### config.mk
export PLATFORM = sky130hd
export DESIGN_NAME = mult_div_unit
export DESIGN_NICKNAME = d
export VERILOG_FILES = /design/src/rtl/mdu_pkg.sv /design/src/rtl/add_sub32.sv /design/src/rtl/mult_div_unit.sv
export SDC_FILE = /design/constraint.sdc
export NUM_CORES = 1
export LEC_CHECK = 0
export ABC_AREA = 1
export CORE_ASPECT_RATIO = 1.5
export CORE_MARGIN = 4
export CORE_UTILIZATION = 33
export DETAILED_ROUTE_END_ITERATION = 7
export PLACE_DENSITY_LB_ADDON = 0.2
export SETUP_SLACK_MARGIN = 0.2
export SLEW_MARGIN = 20
export SYNTH_ARGS = -nofsm -noshare
export SYNTH_HDL_FRONTEND = slang
export SYNTH_SLANG_ARGS = --single-unit
### constraint.sdc
create_clock -name clk -period 2.8 [get_ports clk]
set_input_delay 0.7 -clock clk [delete_from_list [all_inputs] [get_ports clk]]
set_output_delay 0.7 -clock clk [all_outputs]
set_load 0.1 [all_outputs]
### src/rtl/mdu_pkg.sv
// Shared encodings and timing constants for the iterative multiply/divide unit.
package mdu_pkg;
    localparam int LATENCY = 33;           // start acceptance to done
    localparam int ITERS   = 32;           // radix-2 steps per operation
    localparam int CNT_W   = 5;            // iteration counter width

    typedef enum logic [1:0] {
        OP_MULTU = 2'b00,
        OP_MULT  = 2'b01,
        OP_DIVU  = 2'b10,
        OP_DIV   = 2'b11
    } op_e;

    typedef enum logic [1:0] {
        ST_IDLE = 2'b00,
        ST_CALC = 2'b01,
        ST_FIX  = 2'b10
    } state_e;

    // Two's-complement magnitude when the value is treated as negative.
    function automatic logic [31:0] mag32(input logic [31:0] v, input logic neg);
        return neg ? (~v + 32'd1) : v;
    endfunction
endpackage

### src/rtl/add_sub32.sv
// 33-bit adder/subtractor shared by the multiply and divide iterations.
// o_cout on a subtract is the "no borrow" flag (i_a >= i_b).
module add_sub32 (
    input  logic [32:0] i_a,
    input  logic [32:0] i_b,
    input  logic        i_sub,
    output logic [32:0] o_sum,
    output logic        o_cout
);
    logic [33:0] w_res;

    assign w_res  = {1'b0, i_a} + {1'b0, (i_sub ? ~i_b : i_b)} + {33'd0, i_sub};
    assign o_sum  = w_res[32:0];
    assign o_cout = w_res[33];
endmodule

### src/rtl/mult_div_unit.sv
// Iterative MULT/MULTU/DIV/DIVU unit with HI/LO result registers.
// Works on operand magnitudes for 32 cycles, then fixes signs in one cycle.
module mult_div_unit
    import mdu_pkg::*;
#(
    parameter int LATENCY = mdu_pkg::LATENCY
) (
    input  logic        clk,
    input  logic        rst_n,
    input  logic        start,
    input  logic [1:0]  op,
    input  logic [31:0] src_a,
    input  logic [31:0] src_b,
    input  logic        hi_we,
    input  logic        lo_we,
    input  logic [31:0] wdata,
    output logic        busy,
    output logic        done,
    output logic [31:0] hi,
    output logic [31:0] lo
);
    // CALC spans LATENCY-1 cycles; FIX is the last one.
    localparam logic [CNT_W-1:0] LAST_CNT = CNT_W'(LATENCY - 2);

    state_e            r_state, w_state_nxt;
    logic [CNT_W-1:0]  r_cnt;
    logic [1:0]        r_op;
    logic              r_sa, r_sb;      // operand signs (0 for unsigned ops)
    logic [31:0]       r_acc;           // product high half / partial remainder
    logic [31:0]       r_q;             // multiplier->product low / dividend->quotient
    logic [31:0]       r_m;             // multiplicand or divisor magnitude
    logic [31:0]       r_hi, r_lo;
    logic              r_done;

    logic              w_accept, w_calc, w_fix, w_mtx_ok;
    logic              w_is_div;
    logic              w_sa_in, w_sb_in;
    logic [32:0]       w_add_a, w_add_b, w_sum;
    logic              w_cout;
    logic [63:0]       w_prod;
    logic [31:0]       w_quo, w_rem;

    assign w_is_div = r_op[1];
    assign w_sa_in  = op[0] & src_a[31];
    assign w_sb_in  = op[0] & src_b[31];

    // Multiply: acc + (lsb ? multiplicand : 0). Divide: {rem, next dividend bit} - divisor.
    assign w_add_a = w_is_div ? {r_acc, r_q[31]} : {1'b0, r_acc};
    assign w_add_b = (w_is_div || r_q[0]) ? {1'b0, r_m} : 33'd0;

    add_sub32 u_add_sub (
        .i_a    (w_add_a),
        .i_b    (w_add_b),
        .i_sub  (w_is_div),
        .o_sum  (w_sum),
        .o_cout (w_cout)
    );

    // Sign correction; quotient and product take the XOR of the signs,
    // the remainder follows the dividend.
    assign w_prod = (r_sa ^ r_sb) ? (~{r_acc, r_q} + 64'd1) : {r_acc, r_q};
    assign w_quo  = mag32(r_q, r_sa ^ r_sb);
    assign w_rem  = mag32(r_acc, r_sa);

    // State register.
    always_ff @(posedge clk or negedge rst_n) begin
        if (!rst_n) r_state <= ST_IDLE;
        else        r_state <= w_state_nxt;
    end

    // Next-state and control decode.
    always_comb begin
        w_state_nxt = r_state;
        w_accept    = 1'b0;
        w_calc      = 1'b0;
        w_fix       = 1'b0;
        w_mtx_ok    = 1'b0;
        unique case (r_state)
            ST_IDLE: begin
                w_accept = start;
                w_mtx_ok = !start;          // start wins over MTHI/MTLO
                if (start) w_state_nxt = ST_CALC;
            end
            ST_CALC: begin
                w_calc = 1'b1;
                if (r_cnt == LAST_CNT) w_state_nxt = ST_FIX;
            end
            ST_FIX: begin
                w_fix       = 1'b1;
                w_state_nxt = ST_IDLE;
            end
            default: w_state_nxt = ST_IDLE;
        endcase
    end

    // Operand capture and one radix-2 step per CALC cycle.
    always_ff @(posedge clk or negedge rst_n) begin
        if (!rst_n) begin
            r_cnt  <= '0;
            r_op   <= 2'b00;
            r_sa   <= 1'b0;
            r_sb   <= 1'b0;
            r_acc  <= '0;
            r_q    <= '0;
            r_m    <= '0;
            r_done <= 1'b0;
        end else begin
            r_done <= w_fix;
            if (w_accept) begin
                r_op  <= op;
                r_sa  <= w_sa_in;
                r_sb  <= w_sb_in;
                r_cnt <= '0;
                r_acc <= '0;
                r_q   <= op[1] ? mag32(src_a, w_sa_in) : mag32(src_b, w_sb_in);
                r_m   <= op[1] ? mag32(src_b, w_sb_in) : mag32(src_a, w_sa_in);
            end else if (w_calc) begin
                r_cnt <= r_cnt + 1'b1;
                if (w_is_div) begin
                    r_acc <= w_cout ? w_sum[31:0] : w_add_a[31:0];
                    r_q   <= {r_q[30:0], w_cout};
                end else begin
                    r_acc <= w_sum[32:1];
                    r_q   <= {w_sum[0], r_q[31:1]};
                end
            end
        end
    end

    // HI/LO: results land only in FIX; MTHI/MTLO only when idle and not starting.
    always_ff @(posedge clk or negedge rst_n) begin
        if (!rst_n) begin
            r_hi <= '0;
            r_lo <= '0;
        end else if (w_fix) begin
            if (w_is_div) begin
                r_hi <= w_rem;
                r_lo <= (r_m == 32'd0) ? 32'hFFFF_FFFF : w_quo;
            end else begin
                r_hi <= w_prod[63:32];
                r_lo <= w_prod[31:0];
            end
        end else if (w_mtx_ok) begin
            if (hi_we) r_hi <= wdata;
            if (lo_we) r_lo <= wdata;
        end
    end

    assign busy = (r_state != ST_IDLE);
    assign done = r_done;
    assign hi   = r_hi;
    assign lo   = r_lo;
endmodule

# Word level (Yosys, flattened, before mapping)

Cells that the tools add are included.

Word-level logic and storage cells: 80
Register bits after elaboration: 172
Input bits: 103

Add/subtract/negate cells: 8
Equality and inequality tests: 5
Reductions and logical operators: 12
Bitwise gates (word level): 9
Multiplexer cells: 35

Operator list:

| kind                  | count |
|---|---|
| $mux 32               | 23 |
| $add 32x1->32 const B | 4 |
| $not 32->32           | 4 |
| $mux 33               | 2 |
| $add 64x1->64 const B | 1 |
| $mux 64               | 1 |
| $not 64->64           | 1 |
| $add 33x33->34        | 1 |
| $add 34x1->34         | 1 |
| $not 32->33           | 1 |
| $logic_not 32->1      | 1 |
| $mux 5                | 2 |
| $reduce_bool 2->1     | 5 |
| $reduce_and 2->1      | 3 |
| $add 5x1->5 const B   | 1 |
| $eq 5x5->1 const B    | 1 |
| $mux 1                | 4 |
| $mux 2                | 2 |
| $ne 2x2->1 const B    | 2 |
| $pmux 2 s2            | 1 |
| $and 1x1->1           | 2 |
| $eq 2x1->1 const B    | 1 |
| $eq 2x2->1 const B    | 1 |
| $logic_not 2->1       | 1 |
| other kinds (3)       | 3 |

# Depth between registers and ports, before layout

Gate-level depths: netlist (run 1).

Word-level depth: 10
Depth in mapped cells: 24

# By module

From an unflattened synthesis (run 1), not the netlist that was laid out.

Cell total of the unflattened synthesis: 2632
Area total of the unflattened synthesis: 16240.6 µm²

By module, submodules not included:

| module        | cells an instance | area an instance (µm²) | times used | sequential area each (µm²) |
|---|---|---|---|---|
| mult_div_unit | 2134              | 13610.6                | 1          | 4279.1 |
| add_sub32     | 498               | 2630.0                 | 1          | 0.0 |

# Least setup slack after synthesis (run 1)

OpenSTA, ideal clock, no wires.

Path kind: reg2reg
From: register r_op[1]
To: register r_acc[18]
Arrival: 2930 ps
Cell stages (with the launch flop): 18
Required time: 2681 ps
Clock period less this slack: 3049 ps
Buffers on the path: 4
Path slack: -249 ps
Setup time: 119 ps
Cells stage by stage: dfrtp_1 -> inv_2 -> buf_2 -> clkbuf_1 -> clkbuf_1 -> a21oi_1 -> ha_1 -> a21oi_1 -> o21ai_0 -> a21oi_1 -> nand3_4 -> nand2_4 -> nand2_8 -> nor2_4 -> buf_6 -> nand2_1 -> nand4_1 -> nand2_1

Word-level cells in the longest chain between the ends: 10
Elaborated cells on any way between the ends: 11

RTL lines:

| item                   | line                 | source |
|---|---|---|
| from (decl)            | mult_div_unit.sv:27  | `logic [1:0] r_op;` |
| from (signal assigned) | mult_div_unit.sv:110 | `r_op <= op;` |
| $logic_or 1x1->1       | mult_div_unit.sv:49  | `assign w_add_b = (w_is_div \|\| r_q[0]) ? {1'b0, r_m} : 33'd0;` |
| $mux 32                | mult_div_unit.sv:49  |  |
| $not 32->33            | add_sub32.sv:12      | `assign w_res = {1'b0, i_a} + {1'b0, (i_sub ? ~i_b : i_b)} + {33'd0, i_sub};` |
| $mux 33                | add_sub32.sv:12      |  |
| $add 33x33->34         | add_sub32.sv:12      |  |
| $add 34x1->34          | add_sub32.sv:12      |  |
| $mux 32                | mult_div_unit.sv:120 | `r_acc <= w_cout ? w_sum[31:0] : w_add_a[31:0];` |
| $mux 32 (*)            | mult_div_unit.sv:119 | `if (w_is_div) begin` |
| $mux 32 (*)            | mult_div_unit.sv:117 | `end else if (w_calc) begin` |
| $mux 32 (*)            | mult_div_unit.sv:109 | `if (w_accept) begin` |
| to (signal assigned)   | mult_div_unit.sv:120 |  |
| to (signal assigned)   | mult_div_unit.sv:123 | `r_acc <= w_sum[32:1];` |
| to (decl)              | mult_div_unit.sv:29  | `logic [31:0] r_acc;` |

Every way passes the cells marked *; elsewhere a longest branch is shown, timed or not. The select of a mux whose other input is x is not followed.
A chain may end at the register's enable or synchronous reset.

# Final worst setup path (run 1)

From: register r_op[1]
To: register r_acc[5]

The elaborated chain is that of the path after synthesis.

==> metrics, run 1 <==
number of standard cells in the final layout excluding fillers=3682; final global-route overflow total=0; top-count cell post-synth=sky130_fd_sc_hd__nand2_1; Post-CTS Hold Buffers=0; drt via density=5.33; Placement Rows=98; mean instance size in the synthesized netlist=6.17 sq um; half-perimeter wire length after detailed placement=61100 um; final weighted congestion in routability-driven placement=1.00; GRT Resource Usage Total=27.7%; relative area change from synthesis to final layout=44.1%; synthesized netlist net count=2722; number of antenna repair diodes=0; cell types occupying the most area after synthesis=sky130_fd_sc_hd__dfrtp_1 27%, sky130_fd_sc_hd__nand2_1 16%, sky130_fd_sc_hd__nand3_1 8.3%; number of enable flip-flop cells after synthesis=0; initial antenna violation count=0; CTS max path bufs=2; Total Routed Length=75900 um; CTS tree=done; Total Nets Final=3210; count of input and output buffers=168; PnR worst setup slack=-103 ps; fin area=23000 sq um; worst max-slew margin expressed relative to the limit=57.7%; vertical extent of the die=277 um; Arr. time, crit path=3250 ps; CP Capture Type=flip-flop; count of mapped cells out of synthesis=2581; required time at the endpoint of the critical path=3150 ps; RR Endpoint=r_acc[5]; buffer type at the clock tree root=sky130_fd_sc_hd__clkbuf_16; Detailed Route Iter0 Violations=1563; maximum number of pins on one net before global-route repair=75; first-pass GRT wire length=113000 um; synthesized flop and latch total=171; Initial Utilization=33.4%; number of cells on the worst reg-to-reg path=15; area of placed instances=20800 sq um; run status=finished, violations left; Tcrit/Tclk final=104%; maximum capacitance violations=0; Hold/Removal Path Class=in -> async; setup repair after global routing missed its margin=yes; source of the worst register-to-register timing path=r_op[1]; Commonest cells post-synth=691 x sky130_fd_sc_hd__nand2_1, 304 x sky130_fd_sc_hd__inv_1, 263 x sky130_fd_sc_hd__nand3_1; setup slack, reg-to-reg=-100 ps; warning count from the yosys run=0; part of the Yosys area used for sequential elements=26.9%; Startpoint Class=flip-flop; Worst Setup SP=r_op[1]; post-route DRC violation count=0; Fmax achieved=0.344 GHz; share of layout cells above drive strength 1=25.3%; final core utilization=48.1%; path type of the worst setup path=reg -> reg; die area=51900 sq um; violated checks=setup timing; floorplan core area=47700 sq um; number of pins exceeding their max-slew limit in the final report=0; CP Capture Point=r_acc[5]; clock slew at the register clock pins of the worst setup and hold paths=80 ps; Die W=187 um; number of setup violations in the final report=26; count of nets left with antenna violations after detail routing=0; vias after detailed routing=19638; slew at the pin closest to its max-slew limit=633 ps; distinct cell type count of the synthesized netlist=58; proportion of netlist area held by the largest area contributor=26.9%; final critical delay including setup and external delays=2900 ps; TritonCTS Buffers=17; count of boundary I/O pins=169; number of global-route vias before repair=19224; clock latency reported for the late side of the worst-skew pair=470 ps; average wire length per cell after detail routing=20.6 um; leading register cell type out of synthesis=sky130_fd_sc_hd__dfrtp_1; netlist area before placement=15900 sq um; CTS Sinks=171; final hold vios=0; router iterations before antenna repair=5; worst-path fanout max=24; final worst hold slack=168 ps; leading area contributor after synthesis=sky130_fd_sc_hd__dfrtp_1; Setup Skew=19.7 ps; Inst Count DP=3615; H-tree levels=4; share of synthesized registers carrying an async set or reset=100%
-- worst min-delay path by stage --
stage	to	depth (start not counted)
floorplan	done	0
global placement	lo[26]	2
detailed placement	lo[26]	2
CTS	lo[14]	1
global route	lo[14]	1
finish	lo[14]	1
-- repair_timing --
item | in CTS | in global routing
pin swaps | 23 | 75
setup buffers | 8 | 19
endpoints found under the setup margin | 37 | 85
gates resized for setup | 113 | 191
gates cloned | 2 | 6
-- state kept, by name (all words and copies together) (netlist names) --
name     cells
r_acc       32
r_op         1
r_state      2
r_cnt        5
hi          32
lo          32
done         1
r_sb         1
r_m         32
r_q         32
r_sa         1
-- layout make-up --
type / instances / area [sq um]
Clock buffer: 17 / 425
Clock inverter: 15 / 169
Fill cell: 4877 / 24700
Inverter: 316 / 1200
Multi-Input combinational cell: 1990 / 11200
Sequential cell: 171 / 4280
Tap cell: 600 / 751
Timing Repair Buffer: 573 / 4950
-- per-layer routing --
metal / vias to the layer above / wire length, um / GRT usage [%]
li1: 9515 / - / -
met1: 9204 / 29100 / 32.0
met2: 720 / 37800 / 49.1
met3: 199 / 3850 / 3.42
met4: 0 / 5160 / 16.0
met5: - / 0 / 0
-- worst max-delay path: stages (launching register included) --
cell and delay (ps):
sky130_fd_sc_hd__dfrtp_4 560, sky130_fd_sc_hd__buf_12 160, sky130_fd_sc_hd__buf_16 160, sky130_fd_sc_hd__o21ai_2 320
sky130_fd_sc_hd__ha_4 280, sky130_fd_sc_hd__a21oi_2 180, sky130_fd_sc_hd__o21ai_2 100, sky130_fd_sc_hd__a21oi_2 160
sky130_fd_sc_hd__nand3_4 120, sky130_fd_sc_hd__nand2_4 120, sky130_fd_sc_hd__nand2_8 70, sky130_fd_sc_hd__nor2_4 180
sky130_fd_sc_hd__buf_12 140, sky130_fd_sc_hd__inv_6 40, sky130_fd_sc_hd__o21ai_1 120, sky130_fd_sc_hd__o21ai_1 80
-- cell usage in the layout, fill, tap and decap left out, types with 14 or more instances in the layout --
master | netlist | routed
sky130_fd_sc_hd__ha_1 | 37 | 16
sky130_fd_sc_hd__clkdlybuf4s50_1 | 0 | 100
sky130_fd_sc_hd__buf_4 | 4 | 436
sky130_fd_sc_hd__o21ai_1 | 43 | 70
sky130_fd_sc_hd__xor2_1 | 47 | 43
sky130_fd_sc_hd__inv_1 | 304 | 301
sky130_fd_sc_hd__xnor2_1 | 18 | 15
sky130_fd_sc_hd__a2bb2oi_1 | 39 | 37
sky130_fd_sc_hd__nor2_4 | 6 | 18
sky130_fd_sc_hd__nand3_1 | 263 | 248
sky130_fd_sc_hd__o21ai_0 | 219 | 158
sky130_fd_sc_hd__nand4_1 | 43 | 43
sky130_fd_sc_hd__a21oi_2 | 0 | 31
sky130_fd_sc_hd__dfrtp_1 | 171 | 169
sky130_fd_sc_hd__a21oi_1 | 140 | 103
sky130_fd_sc_hd__buf_12 | 0 | 18
sky130_fd_sc_hd__nand2_2 | 8 | 54
sky130_fd_sc_hd__clkbuf_16 | 0 | 22
sky130_fd_sc_hd__nand3_2 | 3 | 16
sky130_fd_sc_hd__nor3_1 | 23 | 19
sky130_fd_sc_hd__ha_4 | 0 | 21
sky130_fd_sc_hd__o211ai_1 | 28 | 28
sky130_fd_sc_hd__o21ai_2 | 3 | 30
sky130_fd_sc_hd__nor2_1 | 246 | 211
sky130_fd_sc_hd__nor2_2 | 9 | 32
sky130_fd_sc_hd__nand2_1 | 691 | 640
sky130_fd_sc_hd__or2_2 | 14 | 14
sky130_fd_sc_hd__o22ai_1 | 14 | 14
-- stage by stage --
step | TNS [ps] | worst slack [ps]
floorplan | 0 | 85.2
global placement | -15600 | -392
detailed placement | -16330 | -378
CTS | -591 | -55.9
global route | -5560 | -236
finish | -1420 | -103
-- kinds of logic after synthesis --
group	Yosys count	synth area share, %
buffers and inverters	420	10.3
adders and majority gates	38	3.03
DFF	171	26.9
xor gates and xnor gates	66	3.68
and+or+nand+nor	1336	36.2
AOI/OAI and AO/OA	550	19.9
Power of run 1 is not shown: default switching activity piles up to over one toggle a cycle in this logic, so the estimate is an artifact.
==> inputs of run 2 (changes only) <==
Settings changed: PLACE_DENSITY_LB_ADDON 0.2 to default.
Clock period 2.8 ns to 3.33 ns, I/O delays scaled along.
==> run 2 against run 1 <==
The run now ends clean; die area unchanged; register-to-register slack improved by 400 ps; cell area decreased by 13%; clock-buffer cell count increased by 1; sequential cell count unchanged; first-iteration DRC count decreased by 8.6%; wire length decreased by 3.3%; utilization decreased by 6.3 points; setup slack improved by 400 ps; fmax decreased by 4.3%; global-route usage decreased by 0.95 points; hold slack improved by 180 ps; largest cell class unchanged; highest routed layer unchanged.
==> metrics, run 2 (synthesis results as in run 1) <==
Sum Neg Setup Slack=0 ps (+1420 ps); slew at the pin closest to its max-slew limit=927 ps (+294 ps); number of pins exceeding their max-slew limit in the final report=0 (unchanged); cells traversed along the worst timing path=inv_8 -> nand2_4 -> buf_12 -> o21ai_4 -> buf_4 -> ha_2 -> a21oi_4 -> o21ai_2 -> nand2_1 -> o211ai_1 -> nor2_8 -> nand2_8 -> nor2_4 -> buf_12 -> inv_2 -> o21ai_1 -> o21ai_1; clock slew at the register clock pins of the worst setup and hold paths=80 ps (about the same); floorplan core area=47700 sq um (unchanged); most frequent cells in the layout=684 x sky130_fd_sc_hd__nand2_1, 304 x sky130_fd_sc_hd__inv_1, 262 x sky130_fd_sc_hd__nand3_1; Placement Rows=98 (unchanged); worst-path fanout max=16 (-33%); relative area change from synthesis to final layout=25.1%; final global-route overflow total=0 (unchanged); TritonCTS Buffers=17 (unchanged); maximum number of pins on one net before global-route repair=89 (+19%); Arr. time, crit path=3380 ps (+130 ps); die area=51900 sq um (unchanged); final hold vios=0 (unchanged); most common cell after layout, fill and taps aside=sky130_fd_sc_hd__nand2_1; CTS max path bufs=2 (unchanged); final weighted congestion in routability-driven placement=0.998 (-0.37%); Total Routed Length=73300 um (-3.3%); stage delay of the slowest cell on the critical path=600 ps (+40 ps); average wire length per cell after detail routing=21.5 um (+4.2%); H-tree levels=4 (unchanged); maximum capacitance violations=0 (unchanged); count of nets left with antenna violations after detail routing=0 (unchanged); initial antenna violation count=0 (unchanged); Tcrit/Tclk final=91.1% (-13 points); final core utilization=41.8% (-6.3 points); pre-CTS worst setup slack=-68.4 ps (+309 ps); Startpoint Class=flip-flop; Die W=187 um (unchanged); GRT Resource Usage Total=26.8% (-0.95 points); Post-CTS Hold Buffers=0 (unchanged); setup repair after global routing missed its margin=yes; vertical extent of the die=277 um (unchanged); buffer type at the clock tree root=sky130_fd_sc_hd__clkbuf_16; share of layout cells above drive strength 1=12.7% (-13 points); run status=finished clean; clock latency reported for the late side of the worst-skew pair=470 ps (about the same); half-perimeter wire length after detailed placement=59200 um (-3.2%); count of boundary I/O pins=169 (unchanged); Detailed Route Iter0 Violations=1429 (-8.6%); path type of the worst setup path=reg -> reg; required time at the endpoint of the critical path=3670 ps (+520 ps); Setup Skew=18.0 ps (-1.67 ps); number of global-route vias before repair=17839 (-7.2%); CP Capture Type=flip-flop; vias after detailed routing=18685 (-4.9%); first-pass GRT wire length=108000 um (-4.2%); number of setup violations in the final report=0 (-100%); worst max-slew margin expressed relative to the limit=37.5% (-20 points); Hold/Removal Path Class=in -> async; Initial Utilization=33.4% (unchanged); Fmax achieved=0.330 GHz (-4.3%); CTS Sinks=171 (unchanged); count of input and output buffers=168 (unchanged); Total Nets Final=2943 (-8.3%); router iterations before antenna repair=6 (+1); drt via density=5.47 (+2.6%); post-route DRC violation count=0 (unchanged); PnR worst setup slack=297 ps (+400 ps); Inst Count DP=3368 (-6.8%); number of antenna repair diodes=0 (unchanged); number of standard cells in the final layout excluding fillers=3415 (-7.3%); CTS tree=done; CP max stage cell=sky130_fd_sc_hd__dfrtp_4; final critical delay including setup and external delays=3030 ps (+130 ps)
## run 2: per-layer routing
layer | vias up | GRT usage, % | share of wire [%]
li1 | 8985 | - | -
met1 | 8788 | 31.1 | 38
met2 | 764 | 48.9 | 52
met3 | 148 | 2.69 | 5.0
met4 | 0 | 12.8 | 5.3
met5 | - | 0 | 0
## run 2: what timing repair did
action                                  4_1_cts  5_1_grt
buffers inserted                              0        9
pin swaps                                     1        9
gates cloned                                  1        5
endpoints found under the hold margin         0        0
resized for setup                            17       94
endpoints found under the setup margin       33       33
## run 2: worst max-delay path, delay by kind of cell (launching register included)
kind / cells / cell delay [ps]
compound gates: 6 / 790
flops: 1 / 600
buf+inv: 5 / 590
simple gates: 5 / 580
fa+ha+maj: 1 / 310
## run 2: per-stage QoR
stage / cell area, sq um / hold slack, ps
3_5_place_dp: 18800 / 483
2_1_floorplan: 15900 / 473
6_report: 19900 / 345
5_1_grt: 19900 / 382
3_3_place_gp: 18800 / 475
4_1_cts: 19500 / 372
## run 2: layout make-up
class,instances,area [sq um]
fillers,5065,27800
multi-input cells,1990,10300
flip-flops and latches,171,4280
repair buffers,306,2810
inverters,316,1190
well taps,600,751
clock buffers,18,439
clock inverters,14,180
## run 2: path summary, 6_finish.rpt
kind                       cells after the start        to  slack (ps)     from
min in group clk                               2    lo[25]         500   lo[25]
hold reg to reg                                2    lo[25]         500   lo[25]
max in group asynchronous                      2   r_m[26]        2140    rst_n
setup / recovery                              17  r_acc[5]         300  r_op[1]
hold / removal                                 1    lo[14]         340    rst_n
setup reg to reg                              17  r_acc[5]         300  r_op[1]
Power of run 2 is left out for the same reason.
